`src/rtl/alu_rr_sched.sv`:
```
// Round-robin front end that lets two requesters share one external signed ALU.
// One op is in flight at a time: IDLE accepts, EXEC holds operands, RESP returns the result.
module alu_rr_sched #(
    parameter int unsigned W           = 5,
    parameter int unsigned FW          = 3,
    parameter int unsigned EXEC_CYCLES = 1
) (
    input  logic            clk,
    input  logic            rst_n,

    input  logic [1:0]      req_valid_i,
    output logic [1:0]      req_ready_o,
    input  logic [2*FW-1:0] req_func_i,
    input  logic [2*W-1:0]  req_a_i,
    input  logic [2*W-1:0]  req_b_i,

    output logic [W-1:0]    alu_a_o,
    output logic [W-1:0]    alu_b_o,
    output logic [FW-1:0]   alu_func_o,
    input  logic [W-1:0]    alu_out_i,
    input  logic            alu_zero_i,
    input  logic            alu_ovf_i,
    input  logic            alu_cout_i,

    output logic            rsp_valid_o,
    input  logic            rsp_ready_i,
    output logic            rsp_id_o,
    output logic [W-1:0]    rsp_data_o,
    output logic            rsp_zero_o,
    output logic            rsp_ovf_o,
    output logic            rsp_cout_o,

    output logic            busy_o
);

    if (EXEC_CYCLES < 1) begin : g_bad_exec_cycles
        $error("alu_rr_sched: EXEC_CYCLES must be at least 1");
    end

    localparam int unsigned CntW = (EXEC_CYCLES > 1) ? $clog2(EXEC_CYCLES) : 1;

    typedef enum logic [1:0] {
        StIdle,
        StExec,
        StResp
    } state_e;

    state_e          state_q, state_d;
    logic            last_grant_q, last_grant_d;
    logic [CntW-1:0] cnt_q, cnt_d;
    logic [W-1:0]    alu_a_q, alu_a_d;
    logic [W-1:0]    alu_b_q, alu_b_d;
    logic [FW-1:0]   alu_func_q, alu_func_d;
    logic            rsp_valid_q, rsp_valid_d;
    logic            rsp_id_q, rsp_id_d;
    logic [W-1:0]    rsp_data_q, rsp_data_d;
    logic            rsp_zero_q, rsp_zero_d;
    logic            rsp_ovf_q, rsp_ovf_d;
    logic            rsp_cout_q, rsp_cout_d;

    logic            grant;
    logic            any_valid;
    logic [1:0]      ready_raw;

    // Single requester wins outright; on contention the one not served last goes next.
    always_comb begin
        grant     = 1'b0;
        any_valid = |req_valid_i;
        case (req_valid_i)
            2'b01:   grant = 1'b0;
            2'b10:   grant = 1'b1;
            2'b11:   grant = ~last_grant_q;
            default: grant = 1'b0;
        endcase
    end

    always_comb begin
        ready_raw = 2'b00;
        if (state_q == StIdle && any_valid) begin
            ready_raw = grant ? 2'b10 : 2'b01;
        end
    end

    assign req_ready_o = ready_raw & {2{rst_n}};

    always_comb begin
        state_d      = state_q;
        last_grant_d = last_grant_q;
        cnt_d        = cnt_q;
        alu_a_d      = alu_a_q;
        alu_b_d      = alu_b_q;
        alu_func_d   = alu_func_q;
        rsp_valid_d  = rsp_valid_q;
        rsp_id_d     = rsp_id_q;
        rsp_data_d   = rsp_data_q;
        rsp_zero_d   = rsp_zero_q;
        rsp_ovf_d    = rsp_ovf_q;
        rsp_cout_d   = rsp_cout_q;

        case (state_q)
            StIdle: begin
                if (any_valid) begin
                    alu_a_d      = grant ? req_a_i[2*W-1:W]     : req_a_i[W-1:0];
                    alu_b_d      = grant ? req_b_i[2*W-1:W]     : req_b_i[W-1:0];
                    alu_func_d   = grant ? req_func_i[2*FW-1:FW] : req_func_i[FW-1:0];
                    rsp_id_d     = grant;
                    last_grant_d = grant;
                    cnt_d        = CntW'(EXEC_CYCLES - 1);
                    state_d      = StExec;
                end
            end
            StExec: begin
                if (cnt_q != '0) begin
                    cnt_d = cnt_q - 1'b1;
                end else begin
                    rsp_data_d  = alu_out_i;
                    rsp_zero_d  = alu_zero_i;
                    rsp_ovf_d   = alu_ovf_i;
                    rsp_cout_d  = alu_cout_i;
                    rsp_valid_d = 1'b1;
                    state_d     = StResp;
                end
            end
            StResp: begin
                if (rsp_ready_i) begin
                    rsp_valid_d = 1'b0;
                    state_d     = StIdle;
                end
            end
            default: state_d = StIdle;
        endcase
    end

    always_ff @(posedge clk or negedge rst_n) begin
        if (!rst_n) begin
            state_q      <= StIdle;
            last_grant_q <= 1'b1;
            cnt_q        <= '0;
            alu_a_q      <= '0;
            alu_b_q      <= '0;
            alu_func_q   <= '0;
            rsp_valid_q  <= 1'b0;
            rsp_id_q     <= 1'b0;
            rsp_data_q   <= '0;
            rsp_zero_q   <= 1'b0;
            rsp_ovf_q    <= 1'b0;
            rsp_cout_q   <= 1'b0;
        end else begin
            state_q      <= state_d;
            last_grant_q <= last_grant_d;
            cnt_q        <= cnt_d;
            alu_a_q      <= alu_a_d;
            alu_b_q      <= alu_b_d;
            alu_func_q   <= alu_func_d;
            rsp_valid_q  <= rsp_valid_d;
            rsp_id_q     <= rsp_id_d;
            rsp_data_q   <= rsp_data_d;
            rsp_zero_q   <= rsp_zero_d;
            rsp_ovf_q    <= rsp_ovf_d;
            rsp_cout_q   <= rsp_cout_d;
        end
    end

    assign alu_a_o     = alu_a_q;
    assign alu_b_o     = alu_b_q;
    assign alu_func_o  = alu_func_q;
    assign rsp_valid_o = rsp_valid_q;
    assign rsp_id_o    = rsp_id_q;
    assign rsp_data_o  = rsp_data_q;
    assign rsp_zero_o  = rsp_zero_q;
    assign rsp_ovf_o   = rsp_ovf_q;
    assign rsp_cout_o  = rsp_cout_q;
    assign busy_o      = (state_q != StIdle);

endmodule

```
`config.mk`:
```
export PLATFORM = sky130hd
export DESIGN_NAME = alu_rr_sched
export DESIGN_NICKNAME = d
export VERILOG_FILES = /design/src/rtl/alu_rr_sched.sv
export SDC_FILE = /design/constraint.sdc
export NUM_CORES = 1
export LEC_CHECK = 0
export ABC_AREA = 1
export BUFFER_PORTS_ARGS = -buffer_cell sky130_fd_sc_hd__buf_2
export CAP_MARGIN = 5
export CORE_MARGIN = 4
export CORE_UTILIZATION = 47
export CTS_CLUSTER_SIZE = 20
export DETAILED_ROUTE_END_ITERATION = 8
export HOLD_SLACK_MARGIN = 0.05
export PLACE_DENSITY = 0.85
export SYNTH_ARGS = -nofsm -noshare
export SYNTH_HDL_FRONTEND = slang
export SYNTH_SLANG_ARGS = --single-unit
```
`constraint.sdc`:
```
create_clock -name clk -period 1.9 [get_ports clk]
set_input_delay 0.19 -clock clk [delete_from_list [all_inputs] [get_ports clk]]
set_output_delay 0.19 -clock clk [all_outputs]
set_load 0.05 [all_outputs]
```
Yosys cells after proc, flatten, opt, wreduce, memory -nomap -nowiden
Cells that the tools add are included.

cells by class
  multiply operators = 0
  muxes and demuxes = 16
  reduce and logical (&&, ||, !) cells = 11
  add/subtract/negate cells = 1
  bitwise logic cells = 3
  $lt $le $gt $ge = 0
  equality and inequality tests = 7
  shift-type cells = 0
  div/mod/pow operators = 0

operator list
  operator                                             number
  two-way mux 2 bit                                    5
  two-way mux 5 bit                                    2
  equality test 2 bit, second input constant           3
  inequality test 2 bit, second input constant         3
  one-hot mux 1 bit (2 select lines)                   3
  one-hot mux 2 bit (3 select lines)                   1
  AND reduction 2 bit                                  3
  AND reduction 3 bit                                  2
  nonzero test 2 bit                                   3
  two-way mux 1 bit                                    4
  two-way mux 3 bit                                    1
  bitwise AND 2 bit                                    1
  equality test 2 x 1 -> 1 bit, second input constant  1
  zero test 2 bit                                      1
  inverter 1 bit                                       2
  OR reduction 2 bit                                   1
  logical AND 1 bit                                    1
  subtractor 1 bit, second input constant              1

storage, ports and cells
  input bits = 39
  bits in latches = 0
  output and inout bits = 26
  bits in writable memories = 0
  register bits = 27
  bits in read-only memories = 0
  logic and storage cells = 50
  memories = 0

Logic depth before layout (Yosys ltp)
Gate-level depths: netlist of run 1.

  word-level depth = 5
  depth in mapped cells = 7
  gate-level depth less buffers = 6

Worst setup path before layout of run 1
OpenSTA, ideal clock, no wires.

  path type = reg-to-output
  start = register last_grant_q
  end = output req_ready_o[0]
  arrival = 1518 ps
  data required time = 1710 ps
  stages on the path, launching flop included = 6
  setup slack = 192 ps
  path buffers = 1
  cells stage by stage = dfstp_2 -> nand2_2 -> nand2_2 -> buf_6 -> inv_1 -> nor3_2

between the ends
  longest elaborated chain between the ends = 5

ends and longest elaborated chain
  what                                RTL line  source
  from (decl)                         49        logic last_grant_q, last_grant_d;
  from (signal assigned)              150       last_grant_q <= last_grant_d;
  inverter 1 bit                      72        2'b11: grant = ~last_grant_q;
  one-hot mux 1 bit (2 select lines)  69        case (req_valid_i)
  two-way mux 2 bit                   80        ready_raw = grant ? 2'b10 : 2'b01;
  two-way mux 2 bit                   79        if (state_q == StIdle && any_valid) begin
  bitwise AND 2 bit                   84        assign req_ready_o = ready_raw & {2{rst_n}};
  to (decl)                           12        output logic [1:0] req_ready_o,

Every way passes these cells.

Worst setup path after layout of run 1
Same ends and word-level chain as after synthesis.

==> results of run 1 <==
## repair_timing
action	4_1_cts	5_1_grt
hold buffers	1	0
endpoints found under the hold margin	25	0
setup endpoints to repair	1	2
resized for setup	1	1
## report_power, final
group	switching, mW	internal [mW]	leakage, nW
logic	1.45	0.417	0.644
registers	0.146	0.826	0.319
clock network	0.174	0.214	0.0279
## cells by family after synthesis
logic type	after synthesis	synth area share [%]
buf+inv	13	6.33
simple gates	115	38.4
compound gates	3	2.14
flops	26	53.2
## how the worst max path moves through the flow
stage	endpoint	slack (ns)
floorplan	req_ready_o[0]	0.19
global placement	req_ready_o[0]	0.41
detailed placement	req_ready_o[0]	0.34
CTS	req_ready_o[0]	0.02
global route	req_ready_o[1]	0.04
finish	req_ready_o[0]	0.09
## area by class of cell
class | count | area (um^2)
clock buffer | 3 | 22.5
clock inverter | 1 | 30.0
fill | 245 | 860
inverter | 7 | 26.3
multi-input combinational | 118 | 502
sequential | 26 | 652
tap | 30 | 37.5
timing repair buffer | 67 | 348
## synthesized netlist by cell type
cell type / number
buf_2: 2
buf_4: 1
buf_6: 3
dfrtp_1: 25
dfstp_2: 1
inv_1: 5
inv_2: 2
nand2_1: 95
nand2_2: 2
nand3_1: 14
nor2_1: 1
nor2_2: 1
nor2_4: 1
nor3_2: 1
o21ai_0: 2
o21ai_4: 1
## metal layers
| metal | vias up | wire, um | track usage, % |
|---|---|---|---|
| li1 | 610 | - | - |
| met1 | 529 | 1250 | 21.0 |
| met2 | 50 | 1440 | 32.3 |
| met3 | 4 | 224 | 3.70 |
| met4 | 0 | 55 | 9.39 |
| met5 | - | 0 | 0 |
## worst register-to-register path: cells and delay by family (launching register included)
kind,cells,cell delay (ns)
and+or+nand+nor,3,0.52
buffers and inverters,1,0.17
DFF,1,0.46
## flip-flops by register name, summed over array words and instances (netlist names), 2 cells and up
name / cells
alu_b_o: 5
alu_func_o: 3
rsp_data_o: 5
state_q: 2
alu_a_o: 5
## stage by stage
| stage | power, mW | area, um^2 | cells |
|---|---|---|---|
| final | 3.23 | 1620 | 252 |
| after global routing | 3.43 | 1620 | 252 |
| after CTS | 3.25 | 1610 | 252 |
| after detailed placement | 2.86 | 1550 | 247 |
| after global placement | 2.83 | 1550 | 247 |
| after floorplan | 2.45 | 1230 | 157 |
==> run_results.csv, run 1 <==
group,metric,value,unit
worst_hold_path,hp-start,"alu_cout_i",
synthesis,synth_seq_area_share,53.2,%
drt,ant_nets,0,
worst_setup_path,r2r_start,"state_q[1]",
synthesis,avgSynthCellArea,7.81,um^2
outcome,outcome,"finished clean",
sta,setup_ws,0.0948,ns
job,max_cap_violations,0,
drt,viasPerCell,4.73,
die,ios,65,
synthesis,ys_warn_count,0,
sta,setup_viol,0,
die,die_y,59.1,um
placed_design,place.gp.congestion,0.732,
worst_setup_path,reg2reg_to,"rsp_data_o[0]",
sta,rsz0062_at_grt,"false",
synthesis,synth_cell_types,16,
worst_setup_path,rr_worst_depth,4,
sta,tightest_slew,0.461,ns
sta,fmax,554,MHz
clocking,tritoncts,"built",
cells_and_area,final_common_cell,"nand2_1",
worst_setup_path,cp-end-kind,"output pin",
synthesis,syn-cell-area,0.00123,mm^2
grt,overflow,0,
grt,grt_pass1_vias,1169,
synthesis,synth_nets,196,
worst_setup_path,criticalPathCategory,"register to output pin",
worst_setup_path,cp_top_family,"flip-flops",
placed_design,portBuffers,64,
power_and_ir_drop,cellPowerDensity,2000,mW/mm^2
worst_setup_path,crit_chain,"nand2_2 > nand2_4 > inv_1 > nor3_2 > buf_4",
drt,routed_wl,2.97,mm
drt,dr.pass1.iters,4,
power_and_ir_drop,vdd_drop_max,1200,uV
worst_setup_path,path_buf_inv,2,
worst_setup_path,path_depth,5,
worst_setup_path,cpPeakStageDelay,0.57,ns
sta,relSlewSlack,69.1,%
clocking,cts_made_buffers,3,
die,die_w,59.1,um
worst_hold_path,hold_end,"rsp_cout_o",
cells_and_area,fin_util,65.3,%
clocking,clock_sinks,26,
sta,setup_tns,0,ns
sta,finalCriticalPeriod,1.81,ns
sta,drv_slew,0,
worst_setup_path,crit_arrival,1.62,ns
sta,finClkSkew,0.00861,ns
grt,grt_pass1_wl,4.82,mm
die,row_count,18,
synthesis,ys_ff_latch,26,
synthesis,synth.area.top_cells,"dfrtp_1 (51%), nand2_1 (29%), nand3_1 (5.7%)",
worst_hold_path,hold_class,"input pin to register",
cells_and_area,diodes,0,
worst_setup_path,cpMaxStageDelayCell,"dfstp_2",
die,start_util,49.5,%
grt,antenna_found_initial,0,
placed_design,place_ws,0.344,ns
clocking,cts_buffer_depth,2,
die,core,0.00248,mm^2
drt,dr_total_vias,1193,
worst_setup_path,crit_required,1.71,ns
cells_and_area,nNetsFinal,262,
worst_setup_path,rrSetupSlack,0.65,ns
drt,drt_iter0_drc,45,
drt,drc,0,
sta,fin_crit_sh,95.0,%
die,dieArea,0.00349,mm^2
placed_design,hpwl,2.23,mm
clocking,clock_latency,0.33,ns
worst_setup_path,start_kind,"register",
cells_and_area,final_cell_mix,"nand2_1 (95), buf_2 (63), dfrtp_1 (25)",
clocking,post-cts-setup-buffers,0,
synthesis,synth_largest_area_cell,"dfrtp_1",
grt,grt_max_degree,27,
sta,whs,0.0466,ns
cells_and_area,area_delta_synth_final,31.9,%
worst_hold_path,hold_path_depth,3,
synthesis,synth_top_area_share,51.0,%
clocking,htreeDepth,1,
cells_and_area,final_layout_size_suffix_gt1_share,35.6,%
worst_setup_path,worst-path-max-fanout,14,
synthesis,syn_inst,157,
drt,wl_per_cell,11.8,um
grt,grt_usage,18.4,%
power_and_ir_drop,p_leak,0.991,nW
clocking,clkTransAtPathRegs,0.15,ns
worst_setup_path,cp-startpoint,"last_grant_q",
clocking,ctsRootBufferMaster,"clkbuf_4",
sta,hold_viol,0,
Power figures use the tool's default switching activity.
==> inputs of run 2 (changes only) <==
- ABC_AREA: 1 -> 0
- BUFFER_PORTS_ARGS: -buffer_cell sky130_fd_sc_hd__buf_2 -> -buffer_cell sky130_fd_sc_hd__buf_4
- CORE_UTILIZATION: 47 -> 48
- CTS_CLUSTER_SIZE: 20 -> unset
- PLACE_DENSITY: 0.85 -> 0.86
==> run 2 against run 1 <==
Synthesized area increased by 5.0%. Synthesized cell count decreased by 28%. Die area increased by 2.4%. Critical path depth unchanged. Clock-buffer cell count unchanged. Clock skew decreased by 0.0056 ns.
==> run_results.csv, run 2 <==
group,metric,value,unit
outcome,outcome,"finished clean",
sta,setup_tns,0,ns
die,die_y,59.8,um
job,max_cap_violations,0,
sta,fmax,589,MHz
clocking,cts_buffer_depth,2,
cells_and_area,finish.instance_area,0.00184,mm^2
placed_design,dpl_cell_area,0.00178,mm^2
worst_setup_path,cp-end-kind,"output pin",
synthesis,synth_edf_count,0,
sta,finalCriticalPeriod,1.70,ns
worst_setup_path,criticalPathCategory,"input pin to output pin",
clocking,clock_sinks,26,
synthesis,yosysMostFrequentCell,"inv_1",
power_and_ir_drop,p_leak,0.973,nW
synthesis,synth_cell_types,23,
clocking,ctsRootBufferMaster,"clkbuf_4",
cells_and_area,final_cell_mix,"buf_4 (67), inv_1 (28), dfrtp_1 (25)",
drt,drt_iter0_drc,18,
sta,setup_viol,0,
sta,rsz0062_at_grt,"false",
worst_setup_path,path_common_cell,"buf_4",
die,die_w,59.8,um
cells_and_area,final_layout_size_suffix_gt1_share,52.8,%
clocking,clkTransAtPathRegs,0.14,ns
grt,grt_max_degree,28,
drt,dr_total_vias,1082,
worst_setup_path,start_kind,"input pin",
drt,viasPerCell,5.15,
cells_and_area,fin_util,73.0,%
power_and_ir_drop,cellPowerDensity,2010,mW/mm^2
cells_and_area,nNetsFinal,220,
cells_and_area,final_common_cell,"buf_4",
sta,tightest_slew,0.621,ns
synthesis,avgSynthCellArea,11.4,um^2
clocking,tritoncts,"built",
placed_design,place_ws,0.588,ns
cells_and_area,diodes,0,
drt,routed_wl,3.24,mm
grt,overflow,0,
clocking,post-cts-setup-buffers,0,
sta,hold_viol,0,
synthesis,syn-cell-area,0.00129,mm^2
power_and_ir_drop,vdd_drop_max,1410,uV
sta,drv_slew,0,
sta,fin_crit_sh,89.3,%
worst_setup_path,crit_chain,"dlygate4sd3_1 > buf_4 > inv_1 > nor2_1 > buf_4",
drt,drc,0,
worst_setup_path,worst-path-max-fanout,27,
sta,whs,0.0945,ns
die,dieArea,0.00357,mm^2
worst_setup_path,crit_arrival,1.51,ns
sta,relSlewSlack,58.5,%
sta,setup_ws,0.202,ns
worst_setup_path,crit_required,1.71,ns
synthesis,synth_seq_area_share,50.6,%
drt,dr.pass1.iters,4,
synthesis,ys_ff_latch,26,
grt,grt_usage,19.3,%
die,start_util,51.0,%
die,row_count,18,
drt,wl_per_cell,15.4,um
sta,finClkSkew,0.00305,ns
grt,grt_pass1_vias,1160,
grt,antenna_found_initial,0,
cells_and_area,multi_input_area,477,um^2
cells_and_area,regArea,652,um^2
placed_design,portBuffers,64,
placed_design,hpwl,2.51,mm
synthesis,synth_common_cells,"inv_1 (28), dfrtp_1 (25), o221ai_2 (9), mux2_4 (8)",
synthesis,synth_top_area_share,48.6,%
synthesis,synth-main-ff-cell,"dfrtp_1",
die,ios,65,
synthesis,async_flop_share,100,%
clocking,cts_made_buffers,3,
synthesis,synth_nets,152,
worst_setup_path,cpMaxStageDelayCell,"dlygate4sd3_1",
worst_setup_path,cpPeakStageDelay,0.55,ns
cells_and_area,area_delta_synth_final,43.0,%
die,core,0.00252,mm^2
clocking,clock_latency,0.31,ns
grt,grt_pass1_wl,5.19,mm
synthesis,ys_warn_count,0,
synthesis,synth_largest_area_cell,"dfrtp_1",
drt,ant_nets,0,
cells_and_area,fill_cells,182,
synthesis,syn_inst,113,
synthesis,synth.area.top_cells,"dfrtp_1 (49%), o221ai_2 (10%), mux2_4 (9.3%)",
worst_hold_path,hold_class,"input pin to register",
placed_design,place.gp.congestion,0.675,
clocking,htreeDepth,1,
==> run 2: changes by cell type after synthesis, sizes merged, moves of 2 or more <==
cell / change
nor2: +2
o21ai: +12
mux2: +8
nand2: -93
nand3: -12
a21oi: +2
inv: +22
o221ai: +13
==> run 2: where the power goes <==
group / switching [mW] / total [mW] / internal, mW / leakage, nW
Clock: 0.163 / 0.376 / 0.213 / 0.0279
Combinational: 1.48 / 2.29 / 0.809 / 0.632
Sequential: 0.190 / 1.03 / 0.837 / 0.313
==> run 2: area by class of cell <==
cell class,count,share of cell area [%]
clock buffer,3,1.22
clock inverter,1,1.63
inverter,29,5.91
multi-input combinational,53,25.9
sequential,26,35.4
tap,30,2.04
timing repair buffer,68,27.9
==> run 2: stage by stage <==
stage	instances	total power, mW
floorplan	113	2.69
global placement	205	3.26
detailed placement	205	3.35
CTS	210	3.73
global route	210	3.87
finish	210	3.70
==> run 2: final timing paths <==
| check | startpoint | to | slack [ns] | cells after the start |
|---|---|---|---|---|
| min in group asynchronous | rst_n | rsp_data_o[1] | 0.34 | 2 |
| worst max-delay path | rst_n | req_ready_o[0] | 0.20 | 5 |
| worst max register to register | state_q[0] | alu_b_o[1] | 0.59 | 4 |
| worst min register to register | last_grant_q | last_grant_q | 0.51 | 2 |
| max in group asynchronous | rst_n | last_grant_q | 1.26 | 2 |
| worst min-delay path | alu_out_i[3] | rsp_data_o[3] | 0.09 | 2 |
==> run 2: what timing repair did <==
| action | CTS | global route |
|---|---|---|
| hold endpoints to repair | 26 | 0 |
| gates resized for setup | 0 | 0 |
| hold buffers | 1 | 0 |
| endpoints found under the setup margin | 0 | 0 |
==> run 2: per-layer routing <==
layer | wire (um) | global-route usage (%) | up-vias
li1 | - | - | 514
met1 | 1280 | 22.9 | 526
met2 | 1700 | 34.1 | 34
met3 | 194 | 3.89 | 8
met4 | 65 | 7.28 | 0
met5 | 0 | 0 | -
==> run 2: cell families (layout without fill, tap and decap cells) <==
logic type	count (synthesis)	in the layout	synth area share (%)
AOI/OAI and AO/OA	30	30	20.1
buffers and inverters	34	101	12.3
DFF	26	26	50.6
muxes	8	8	9.33
and+or+nand+nor	15	15	7.58
==> run 2: worst max-delay path: cells and delay by family <==
kind | cells | cell delay (ns)
simple gates | 1 | 0.12
buf+inv | 4 | 1.19
